<file path="src/rtl/tv_recorder_pkg.sv">
`default_nettype none
// ============================================================================
// Module   : tv_recorder_pkg
// Purpose  : Shared types and defaults for the test-vector capture recorder.
//            Holds the recorder FSM state encoding and the default
//            terminator word that closes every drained vector image.
// Revision : 1.0 - initial release
// ============================================================================
package tv_recorder_pkg;

  // Recorder FSM states, explicitly 2 bits wide.
  typedef enum logic [1:0] {
    IDLE      = 2'd0,
    CAPTURE   = 2'd1,
    TERMINATE = 2'd2,
    DRAIN     = 2'd3
  } state_t;

  // Terminator value appended after the last captured sample.
  localparam int TERM_WORD_DEFAULT = 8;

endpackage
`default_nettype wire

</file>
<file path="src/rtl/tv_regfile.sv">
`default_nettype none
// ============================================================================
// Module   : tv_regfile
// Purpose  : DEPTH x WIDTH register file. One synchronous write port and
//            one asynchronous (combinational) read port. Contents are not
//            reset.
// Ports    : clk      - clock, write happens on rising edge
//            wr_en    - write enable
//            wr_addr  - write address
//            wr_data  - write data
//            rd_addr  - read address
//            rd_data  - read data, combinational from rd_addr
// Revision : 1.0 - initial release
// ============================================================================
module tv_regfile #(
  parameter int WIDTH  = 4,
  parameter int DEPTH  = 16,
  parameter int ADDR_W = $clog2(DEPTH)
) (
  input  logic              clk,
  input  logic              wr_en,
  input  logic [ADDR_W-1:0] wr_addr,
  input  logic [WIDTH-1:0]  wr_data,
  input  logic [ADDR_W-1:0] rd_addr,
  output logic [WIDTH-1:0]  rd_data
);

  logic [WIDTH-1:0] r_mem [DEPTH];

  always_ff @(posedge clk) begin
    if (wr_en) begin
      r_mem[wr_addr] <= wr_data;
    end
  end

  assign rd_data = r_mem[rd_addr];

endmodule
`default_nettype wire

</file>
<file path="src/rtl/tv_capture_recorder.sv">
`default_nettype none
// ============================================================================
// Module   : tv_capture_recorder
// Purpose  : Captures {inputs,expected-output} words from a DUT harness into
//            a register file, appends a terminator word, then streams the
//            buffer out oldest-first over a valid/ready port. The drained
//            image is a test-vector file: data words then the terminator.
// Ports    : clk          - clock, rising edge
//            reset        - synchronous, active-low
//            start        - begin a capture (IDLE only)
//            stop         - end the capture (CAPTURE only)
//            sample_valid - sample_in is captured this cycle (CAPTURE only)
//            sample_in    - word to capture
//            busy         - high while not IDLE
//            count        - samples stored, terminator excluded
//            overflow     - sticky, a sample was offered with no free slot
//            rd_valid     - rd_data holds a buffered word (DRAIN)
//            rd_ready     - consumer accepts rd_data
//            rd_data      - current drained word
//            rd_last      - rd_data is the terminator
//            done         - one-cycle pulse after the terminator transfers
// Revision : 1.0 - initial release
// ============================================================================
module tv_capture_recorder
  import tv_recorder_pkg::*;
#(
  parameter int               WIDTH     = 4,
  parameter int               DEPTH     = 16,
  parameter logic [WIDTH-1:0] TERM_WORD = WIDTH'(TERM_WORD_DEFAULT)
) (
  input  logic                       clk,
  input  logic                       reset,
  input  logic                       start,
  input  logic                       stop,
  input  logic                       sample_valid,
  input  logic [WIDTH-1:0]           sample_in,
  output logic                       busy,
  output logic [$clog2(DEPTH+1)-1:0] count,
  output logic                       overflow,
  output logic                       rd_valid,
  input  logic                       rd_ready,
  output logic [WIDTH-1:0]           rd_data,
  output logic                       rd_last,
  output logic                       done
);

  localparam int c_addr_w = $clog2(DEPTH);
  localparam int c_cnt_w  = $clog2(DEPTH+1);
  // Count value whose increment fills the last data slot; the final entry
  // is reserved for the terminator.
  localparam logic [c_cnt_w-1:0] c_last_fill = c_cnt_w'(DEPTH-2);

  state_t r_state;
  state_t w_state_next;

  logic [c_addr_w-1:0] r_wr_ptr;
  logic [c_addr_w-1:0] r_rd_ptr;
  logic [c_cnt_w-1:0]  r_count;
  logic                r_overflow;
  logic                r_done;
  logic                r_busy;

  logic                w_clear;
  logic                w_sample_we;
  logic                w_term_we;
  logic                w_drop;
  logic                w_xfer;
  logic                w_drain;
  logic                w_last;
  logic                w_we;
  logic [WIDTH-1:0]    w_wdata;
  logic [WIDTH-1:0]    w_rd_data;

  // --------------------------------------------------------------------------
  // FSM state register
  // --------------------------------------------------------------------------
  always_ff @(posedge clk) begin
    if (!reset) begin
      r_state <= IDLE;
    end else begin
      r_state <= w_state_next;
    end
  end

  assign w_last = (r_rd_ptr == r_wr_ptr);

  // --------------------------------------------------------------------------
  // FSM next-state and control decode
  // --------------------------------------------------------------------------
  always_comb begin
    w_state_next = r_state;
    w_clear      = 1'b0;
    w_sample_we  = 1'b0;
    w_term_we    = 1'b0;
    w_drop       = 1'b0;
    w_xfer       = 1'b0;
    w_drain      = 1'b0;
    case (r_state)
      IDLE: begin
        if (start) begin
          w_clear      = 1'b1;
          w_state_next = CAPTURE;
        end
      end
      CAPTURE: begin
        w_sample_we = sample_valid;
        // A sample coinciding with stop is stored before terminating.
        if (stop || (sample_valid && (r_count == c_last_fill))) begin
          w_state_next = TERMINATE;
        end
      end
      TERMINATE: begin
        w_term_we    = 1'b1;
        w_drop       = sample_valid;
        w_state_next = DRAIN;
      end
      DRAIN: begin
        w_drain = 1'b1;
        w_xfer  = rd_ready;
        if (rd_ready && w_last) begin
          w_state_next = IDLE;
        end
      end
      default: begin
        w_state_next = IDLE;
      end
    endcase
  end

  // --------------------------------------------------------------------------
  // Pointers, count, status flags
  // --------------------------------------------------------------------------
  always_ff @(posedge clk) begin
    if (!reset) begin
      r_wr_ptr   <= '0;
      r_rd_ptr   <= '0;
      r_count    <= '0;
      r_overflow <= 1'b0;
      r_done     <= 1'b0;
      r_busy     <= 1'b0;
    end else begin
      r_done <= w_xfer && w_last;
      r_busy <= (w_state_next != IDLE);
      if (w_clear) begin
        r_wr_ptr   <= '0;
        r_rd_ptr   <= '0;
        r_count    <= '0;
        r_overflow <= 1'b0;
      end
      if (w_sample_we) begin
        r_wr_ptr <= r_wr_ptr + c_addr_w'(1);
        r_count  <= r_count + c_cnt_w'(1);
      end
      if (w_drop) begin
        r_overflow <= 1'b1;
      end
      if (w_xfer) begin
        r_rd_ptr <= r_rd_ptr + c_addr_w'(1);
      end
    end
  end

  // --------------------------------------------------------------------------
  // Register file: samples in CAPTURE, terminator in TERMINATE
  // --------------------------------------------------------------------------
  assign w_we    = w_sample_we | w_term_we;
  assign w_wdata = w_term_we ? TERM_WORD : sample_in;

  tv_regfile #(
    .WIDTH  (WIDTH),
    .DEPTH  (DEPTH),
    .ADDR_W (c_addr_w)
  ) u_regfile (
    .clk     (clk),
    .wr_en   (w_we),
    .wr_addr (r_wr_ptr),
    .wr_data (w_wdata),
    .rd_addr (r_rd_ptr),
    .rd_data (w_rd_data)
  );

  assign busy     = r_busy;
  assign count    = r_count;
  assign overflow = r_overflow;
  assign done     = r_done;
  assign rd_valid = w_drain;
  assign rd_data  = w_rd_data;
  assign rd_last  = w_drain && w_last;

endmodule
`default_nettype wire

</file>
<file path="config.mk">
export PLATFORM = sky130hd
export DESIGN_NAME = tv_capture_recorder
export DESIGN_NICKNAME = d
export VERILOG_FILES = /design/src/rtl/tv_recorder_pkg.sv /design/src/rtl/tv_regfile.sv /design/src/rtl/tv_capture_recorder.sv
export SDC_FILE = /design/constraint.sdc
export NUM_CORES = 1
export LEC_CHECK = 0
export CORE_MARGIN = 4
export CORE_UTILIZATION = 54
export DETAILED_ROUTE_END_ITERATION = 12
export HOLD_SLACK_MARGIN = 0.02
export PLACE_DENSITY = 0.74
export SYNTH_ARGS = -nofsm -noshare
export SYNTH_HDL_FRONTEND = slang
export SYNTH_HIERARCHICAL = 1
export SYNTH_SLANG_ARGS = --single-unit
export TNS_END_PERCENT = 5
</file>
<file path="constraint.sdc">
create_clock -name clk -period 2.5 [get_ports clk]
set_clock_uncertainty 0.15 [all_clocks]
set_input_delay 0.5 -clock clk [delete_from_list [all_inputs] [get_ports clk]]
set_output_delay 0.5 -clock clk [all_outputs]
set_load 0.01 [all_outputs]
</file>
Yosys cells after proc, flatten, opt, wreduce, memory -nomap -nowiden
Memories as Yosys holds them, arrays and structs flattened. A register that Yosys moved wholly into a read port is not among the register bits.
Index checks and enable logic that the tools add are counted.
- register bits after elaboration: 18
- bits in writable memories: 64
- bits of input ports: 10
- memories kept: 1
- add/subtract/negate cells: 3
- eq/ne operators: 5
- muxes and demuxes: 23
- bitwise gates (word level): 1
- reduce and logical (&&, ||, !) cells: 10
- memories (memory ; depth ; bits a word ; read ports ; clocked after memory_dff ; wr ports ; RTL line ; RTL):
    u_regfile.r_mem ; 16 ; 4 ; 1 ; 1 ; 1 ; tv_regfile.sv:28 ; logic [WIDTH-1:0] r_mem [DEPTH];
- operators with widths (operator ; number):
    $mux W4 ; 6
    $mux W1 ; 11
    $mux W5 ; 2
    $add A4 B1 Y4 const B ; 2
    $pmux W2 S4 ; 1
    $reduce_bool A2 Y1 ; 4
    $mux W2 ; 3
    $add A5 B1 Y5 const B ; 1
    $eq A5 B4 Y1 const B ; 1
    $eq A2 B2 Y1 const B ; 2
    $eq A4 B4 Y1 ; 1
    $logic_and A1 B1 Y1 ; 4
    $eq A2 B1 Y1 const B ; 1
    $logic_not A2 Y1 ; 1
    $logic_or A1 B1 Y1 ; 1
    $or A1 B1 Y1 ; 1

Longest topological paths before layout
Gate-level depths: netlist of the first run.
- depth after elaboration: 6
- gate-level depth with buffers: 6

Hierarchy
Netlist of the first run, hierarchy kept.
- modules (own cells, without submodules) (module ; instances ; cells each ; area an instance (µm²) ; seq. area each (µm²)):
    tv_regfile ; 1 ; 126 ; 2586.2 ; 1921.8
    tv_capture_recorder ; 1 ; 109 ; 923.4 ; 360.3

Worst setup path before layout of the first run
Ideal clock, no wire load.
- kind: flip-flop to flip-flop
- start point: register r_state[1]
- end point: memory u_regfile.r_mem[0][0], enable pin
- library setup time: 0.361 ns
- arrival: 1.666 ns
- setup slack: 0.323 ns
- stages on the path, launching flop included: 6
- path buffers: 1
- clock period less this slack: 2.177 ns
- path through: dfxtp_1 buf_2 nand3b_1 nand2_1 or3b_2 nor3_1
- word-level cells in the longest chain between the ends: 5
- elaborated cells on any way between the ends: 7
- classes of those cells: eq/ne: 2; mux: 4; bitwise: 1
- RTL lines (element ; RTL line ; RTL):
    from (decl) ; tv_capture_recorder.sv:53 ; state_t r_state;
    from (signal assigned) ; tv_capture_recorder.sv:81 ; r_state <= w_state_next;
    $eq A2 B1 Y1 / $eq A2 B2 Y1 (equally long branches) ; tv_capture_recorder.sv:98 ; case (r_state)
    $mux W1 ; tv_capture_recorder.sv:98 ;
    $or A1 B1 Y1 (*) ; tv_capture_recorder.sv:166 ; assign w_we = w_sample_we | w_term_we;
    via w_we ; tv_capture_recorder.sv:70 ; logic w_we;
    $mux W1 (*) ; tv_regfile.sv:31 ; if (wr_en) begin
    $mux W1 (implied by the code) (*) ; tv_regfile.sv:32 ; r_mem[wr_addr] <= wr_data;
    to (decl) ; tv_regfile.sv:28 ;
The timed path passes the listed nets; every way through them passes the cells marked *.

==> results of run 1 <==
layout by cell type, fill, tap and decap left out, types with 5 or more instances in the layout:
cell type and count:
sky130_fd_sc_hd__edfxtp_1 64, sky130_fd_sc_hd__nor2_1 26, sky130_fd_sc_hd__buf_4 23, sky130_fd_sc_hd__clkdlybuf4s50_1 18, sky130_fd_sc_hd__dfxtp_1 17, sky130_fd_sc_hd__nand3_1 15, sky130_fd_sc_hd__nand2_1 12, sky130_fd_sc_hd__mux4_2 12
sky130_fd_sc_hd__a21oi_1 11, sky130_fd_sc_hd__clkbuf_8 9, sky130_fd_sc_hd__and2_1 6, sky130_fd_sc_hd__nand2b_1 5, sky130_fd_sc_hd__nor3_1 5
timing repair:
item / CTS / global route
pin swaps: 8 / 4
gates resized for setup: 37 / 4
setup buffers: 3 / 0
setup endpoints to repair: 5 / 5
gates cloned: 1 / 0
how the worst min path moves through the flow:
stage	to	slack (ns)	from
2_1_floorplan	r_wr_ptr[3]	0.33	r_wr_ptr[3]
3_3_place_gp	overflow	0.33	overflow
3_5_place_dp	overflow	0.33	overflow
4_1_cts	overflow	0.35	overflow
5_1_grt	overflow	0.37	overflow
6_report	overflow	0.35	overflow
per-stage QoR:
stage / TNS [ns] / power, µW / std cells / hold WS, ns
final: 0 / 2620 / 368 / 0.348
after global routing: -0.141 / 2730 / 368 / 0.368
after CTS: -0.111 / 2640 / 370 / 0.349
after detailed placement: -0.189 / 1700 / 350 / 0.332
after global placement: -0.0354 / 1700 / 350 / 0.325
after floorplan: 0 / 1630 / 235 / 0.331
area by class of cell:
class,count,area (µm²)
Fill cell,464,2140
Inverter,2,7.51
Clock inverter,7,77.6
Multi-Input combinational cell,141,1140
Tap cell,77,96.3
Timing Repair Buffer,50,444
Clock buffer,9,124
Sequential cell,82,2290
power groups by stage:
stage / Sequential (µW) / Clock [µW] / Combinational (µW)
final: 1500 / 953 / 167
after global routing: 1510 / 1040 / 181
after CTS: 1500 / 972 / 169
after detailed placement: 1540 / 0 / 167
after global placement: 1530 / 0 / 163
after floorplan: 1530 / 0 / 96.2
kinds of logic (layout without fill, tap and decap cells):
family	count (synthesis)	in the layout	synth area share, %
and+or+nand+nor	91	91	13.4
xor gates and xnor gates	5	5	1.25
DFF	82	82	65.0
muxes	18	18	12.4
buffers and inverters	12	68	2.32
adders and majority gates	4	4	1.43
AOI/OAI and AO/OA	23	23	4.14
sequential cells by signal, indices dropped and copies added (netlist names):
register / flops
r_rd_ptr: 4
busy: 1
u_regfile/r_mem: 64
r_state: 2
r_wr_ptr: 4
count: 5
done: 1
overflow: 1
tightest hold or removal path, delay by kind of cell, from the launching register on:
kind | cells | cell delay, ns
AOI/OAI and AO/OA | 1 | 0.06
and+or+nand+nor | 1 | 0.07
DFF | 1 | 0.33
routing by layer:
metal | vias to the layer above | wire length, µm | global-route usage (%)
met2 | 75 | 3220 | 29.1
met1 | 1021 | 3030 | 26.2
met3 | 9 | 456 | 5.59
met5 | - | 0 | 0
li1 | 1001 | - | -
met4 | 0 | 91 | 6.73
==> impl_metrics.tcl, run 1 <==
set metrics [dict create \
    critPathArrivalTime_ns 1.83 \
    syn_area_per_cell_um2 14.9 \
    r2r.worst_path.cells 5 \
    holdPathStages 2 \
    insertedDiodeCount 0 \
    maxSlewViolCount 0 \
    number_of_sinks_on_the_clock_net 82 \
    syn2layout_area_growth_pct 19.0 \
    power_frac_clock_pct 36.3 \
    critical_path_depth 5 \
    dr.first_iter.drc_count 180 \
    static-leakage-power_uw 0.00144 \
    synth.top_cells.by_count "sky130_fd_sc_hd__edfxtp_1, sky130_fd_sc_hd__nor2_1, sky130_fd_sc_hd__dfxtp_1, sky130_fd_sc_hd__nand3_1, sky130_fd_sc_hd__mux4_1" \
    grt_max_degree 18 \
    die-area_um2 7850 \
    portBuffers 23 \
    critical_path.endpoint_type "primary output" \
    h-tree-depth 3 \
    cpMaxStageDelayCell "sky130_fd_sc_hd__mux4_2" \
    critical_path_required_ns 1.85 \
    holdBufCountCts 0 \
    design.core.area_um2 6310 \
    first_pass_iters 4 \
    placed_cell_area_um2 3980 \
    finish.net_count 300 \
    hold_path_class "register to register" \
    status "completed" \
    post-dp-hpwl_um 4500 \
    floorplan.initialDensity_pct 55.6 \
    switching_power_uw 590 \
    ant_nets 0 \
    crit_path_cell_trace "buf_8, mux4_2, a22oi_2, nand3_1, buf_2" \
    place_worst_setup_slack_ns -0.0889 \
    first_global_vias 2114 \
    cpLargestDelayFamily "multiplexers" \
    synth_edf_count 64 \
    grt_first_pass_wirelength_um 10800 \
    ys_warn_count 6 \
    cell_count_after_synthesis 235 \
    final_critical_path_setup_slack_ns 0.0195 \
    post_drt_wl_per_cell_um 18.5 \
    report.final.setup_viol 0 \
    post-route-min-period_ns 2.48 \
    die_height_um 88.6 \
    final_area_um2 4180 \
    number_of_synthesized_register_bits 82 \
    cp_max_fo 5 \
    worstPathBufferInverterCount 2 \
    insertion_delay_ns 0.34 \
    synth.top_cells.by_area "sky130_fd_sc_hd__edfxtp_1, sky130_fd_sc_hd__mux4_1, sky130_fd_sc_hd__dfxtp_1, sky130_fd_sc_hd__nor2_1, sky130_fd_sc_hd__nand3_1" \
    tritoncts.num_buffers 9 \
    setup.worst_path.start_class "register" \
    ioPinCount 24 \
    netlist.area_leader.share_pct 54.8 \
    seq_area_frac_synth_pct 65.0 \
    viasPerCell 5.72 \
    drt-total-wl_um 6800 \
    synth_fp_nets 249 \
    gp_congestion 0.771 \
    ys_async_sr_fraction_pct 0 \
    number_of_antenna_violations_at_the_first_check_in_global_routing 0 \
    drive_above_1_share_pct 25.1 \
    timing.critical_path.from "r_rd_ptr[0]" \
    timing.max_slew.rel_slack_pct 55.1 \
    timing.reg2reg.setup_slack_ns 0.44 \
    syn_area_um2 3510 \
    tritoncts "yes" \
    vdd_ir_drop_max_uv 378 \
    drcViolationCount 0 \
    floorplan.rows 29 \
    overflow 0 \
    timing.final.crit_share_pct 99.2 \
    switching_fraction_of_total_power_pct 22.5 \
    cts_max_path_buffers 2 \
    internal_power_uw 2030 \
    synth.most_common_cell "sky130_fd_sc_hd__edfxtp_1" \
    synthFlopType "sky130_fd_sc_hd__edfxtp_1" \
    final_hold_viol_count 0 \
    synth_top_area_cell "sky130_fd_sc_hd__edfxtp_1" \
    post_route_utilization_pct 66.1 \
    total_global_routing_track_utilization_pct 19.1 \
    worst_flop_to_flop_path_endpoint "u_regfile/r_mem[0][0]" \
    cellPowerDensity_nw_per_um2 628 \
    fmax_mhz 403 \
    worstMarginPinSlew_ns 0.674 \
    max_cap_viol_count 0 \
    root_buffer "sky130_fd_sc_hd__clkbuf_8" \
    path_clk_slew_ns 0.08 \
    fp.dieW_um 88.6 \
    seqPwrFrac_pct 57.3 \
    routed-via-count 2106 \
    crit_type "register to primary output" \
    timing.rr.start "r_state[0]" \
    max_stage_delay_ns 0.51 \
    timing.critical_path.to "rd_data[0]" \
    unrepaired_setup_endpoints_after_global_routing "true" \
    p_comb_share_pct 6.3 \
    yosys.cell_types.count 40 \
]
No activity file was read; power rests on OpenSTA's default activity.
==> run 2: changes to the inputs <==
Settings changed: DONT_BUFFER_PORTS set to 1, PLACE_DENSITY 0.74 to 0.69.
==> run 2 against run 1 <==
Via count shrank 5.7%. Sequential power is essentially flat. Global-route usage shrank 0.77 points. Core utilization shrank 5.1 points. Combinational power shrank 23%. Power shrank 3.7%. Fmax grew 3.1%. Cell count shrank 9.8%.
==> impl_metrics.tcl, run 2 (synthesized netlist as in run 1, its figures left out) <==
set metrics [dict create \
    status "completed" \
    vdd_ir_drop_max_uv 344 \
    h-tree-depth 3 \
    cp_max_fo 6 \
    drt-total-wl_um 6730 \
    worst_hold_slack_ns 0.150 \
    post_drt_wl_per_cell_um 20.3 \
    ant_nets 0 \
    static-leakage-power_uw 0.00132 \
    tritoncts "yes" \
    max_cap_viol_count 0 \
    drcViolationCount 0 \
    max_stage_delay_ns 0.57 \
    power_frac_clock_pct 35.5 \
    fp.dieW_um 88.6 \
    crit_type "register to primary output" \
    path_clk_slew_ns 0.08 \
    worstPathBufferInverterCount 1 \
    fmax_mhz 416 \
    number_of_sinks_on_the_clock_net 82 \
    cts_max_path_buffers 2 \
    post-dp-hpwl_um 4620 \
    timing.max_slew.rel_slack_pct 55.8 \
    first_pass_iters 5 \
    portBuffers 0 \
    routed-via-count 1986 \
    timing.critical_path.from "r_rd_ptr[0]" \
    insertion_delay_ns 0.33 \
    post-route-min-period_ns 2.41 \
    total_global_routing_track_utilization_pct 18.3 \
    maxSlewViolCount 0 \
    hold_path_class "input pin to register" \
    switching_power_uw 534 \
    overflow 0 \
    die_height_um 88.6 \
    mostFrequentLayoutCells "sky130_fd_sc_hd__edfxtp_1, sky130_fd_sc_hd__nor2_1, sky130_fd_sc_hd__nand3_1, sky130_fd_sc_hd__dfxtp_1, sky130_fd_sc_hd__mux4_1" \
    timing.final.crit_share_pct 96.3 \
    cpLargestDelayFamily "multiplexers" \
    internal_power_uw 1990 \
    cpMaxStageDelayCell "sky130_fd_sc_hd__mux4_1" \
    root_buffer "sky130_fd_sc_hd__clkbuf_8" \
    report.final.setup_viol 0 \
    cellPowerDensity_nw_per_um2 656 \
    grt_first_pass_wirelength_um 10400 \
    max_reg_flops 64 \
    unrepaired_setup_endpoints_after_global_routing "false" \
    floorplan.rows 29 \
    design.core.area_um2 6310 \
    viasPerCell 5.98 \
    critical_path_required_ns 1.85 \
    floorplan.initialDensity_pct 55.6 \
    worstMarginPinSlew_ns 0.658 \
    p_comb_share_pct 5.1 \
    dr.first_iter.drc_count 151 \
    final_area_um2 3850 \
    critPathArrivalTime_ns 1.76 \
    first_global_vias 1914 \
    setup.worst_path.start_class "register" \
    holdCritStartpoint "reset" \
    tritoncts.num_buffers 9 \
    final_hold_viol_count 0 \
    finish.net_count 264 \
    timing.rr.start "r_state[1]" \
    die-area_um2 7850 \
    mostFrequentLayoutCell "sky130_fd_sc_hd__edfxtp_1" \
    number_of_antenna_violations_at_the_first_check_in_global_routing 0 \
    registers.top_by_ff_count "u_regfile/r_mem" \
    seqPwrFrac_pct 59.5 \
    grt_max_degree 17 \
    switching_fraction_of_total_power_pct 21.1 \
    ioPinCount 24 \
    setup_total_negative_slack_ns 0 \
    insertedDiodeCount 0 \
    placed_cell_area_um2 3610 \
    drive_above_1_share_pct 14.9 \
    final_critical_path_setup_slack_ns 0.0936 \
    place_worst_setup_slack_ns 0.360 \
    gp_congestion 0.769 \
    syn2layout_area_growth_pct 9.77 \
    critical_path.endpoint_type "primary output" \
    crit_path_cell_trace "buf_8, mux4_1, a22oi_1, nand3_1" \
]
[run 2: cell count changes in the layout (fill, tap and decap cells not counted), sizes merged]
cell,before,now
clkdlybuf4s50,18,0
clkinvlp,3,0
buf,31,13
clkbuf,10,11
clkinv,2,4
[run 2: what timing repair did]
action	CTS	global route
pin swaps	0	1
resized for setup	1	5
setup buffers	0	2
gates cloned	0	1
endpoints found under the setup margin	3	5
hold buffers	0	0
[run 2: area by class of cell]
class,instances,area [µm²]
multi-input combinational,141,1150
clock buffer,10,128
sequential,82,2290
clock inverter,6,56.3
timing repair buffer,14,130
tap,77,96.3
fill,506,2460
inverter,2,7.51
[run 2: worst paths after layout]
check	endpoint	slack (ns)	depth (start not counted)
worst max-delay path	rd_data[3]	0.09	4
worst min-delay path	busy	0.15	1
worst max register to register	u_regfile/r_mem[0][0]	0.49	5
worst min register to register	overflow	0.39	2
[run 2: power groups by stage]
| stage | Clock (µW) | Combinational, µW | Sequential, µW |
|---|---|---|---|
| after floorplan | 0 | 96.2 | 1530 |
| after global placement | 0 | 122 | 1530 |
| after global routing | 990 | 141 | 1510 |
| after CTS | 910 | 127 | 1500 |
| after detailed placement | 0 | 126 | 1540 |
| final | 896 | 128 | 1500 |
[run 2: worst register-to-register path, cell delays in order, from the launching register on]
cell and delay (ns):
sky130_fd_sc_hd__dfxtp_1 0.40, sky130_fd_sc_hd__nand2b_1 0.14, sky130_fd_sc_hd__nand2_1 0.15, sky130_fd_sc_hd__or3b_2 0.50
sky130_fd_sc_hd__nor3_1 0.20, sky130_fd_sc_hd__buf_4 0.19
[run 2: metrics by stage]
step / total power (µW) / utilization [%] / instances
finish: 2530 / 61.0 / 332
global route: 2640 / 61.0 / 332
CTS: 2540 / 60.2 / 329
detailed placement: 1660 / 57.3 / 313
global placement: 1660 / 57.3 / 313
floorplan: 1630 / - / 235
[run 2: metal layers]
metal  routed length [µm]  share of wire, %  up-vias  GRT usage, %
li1                     -                 -      940             -
met1                 2920                43      993          24.1
met2                 3470                52       47          30.8
met3                  279               4.1        6          3.07
met4                   62              0.92        0          6.59
met5                    0                 0        -             0
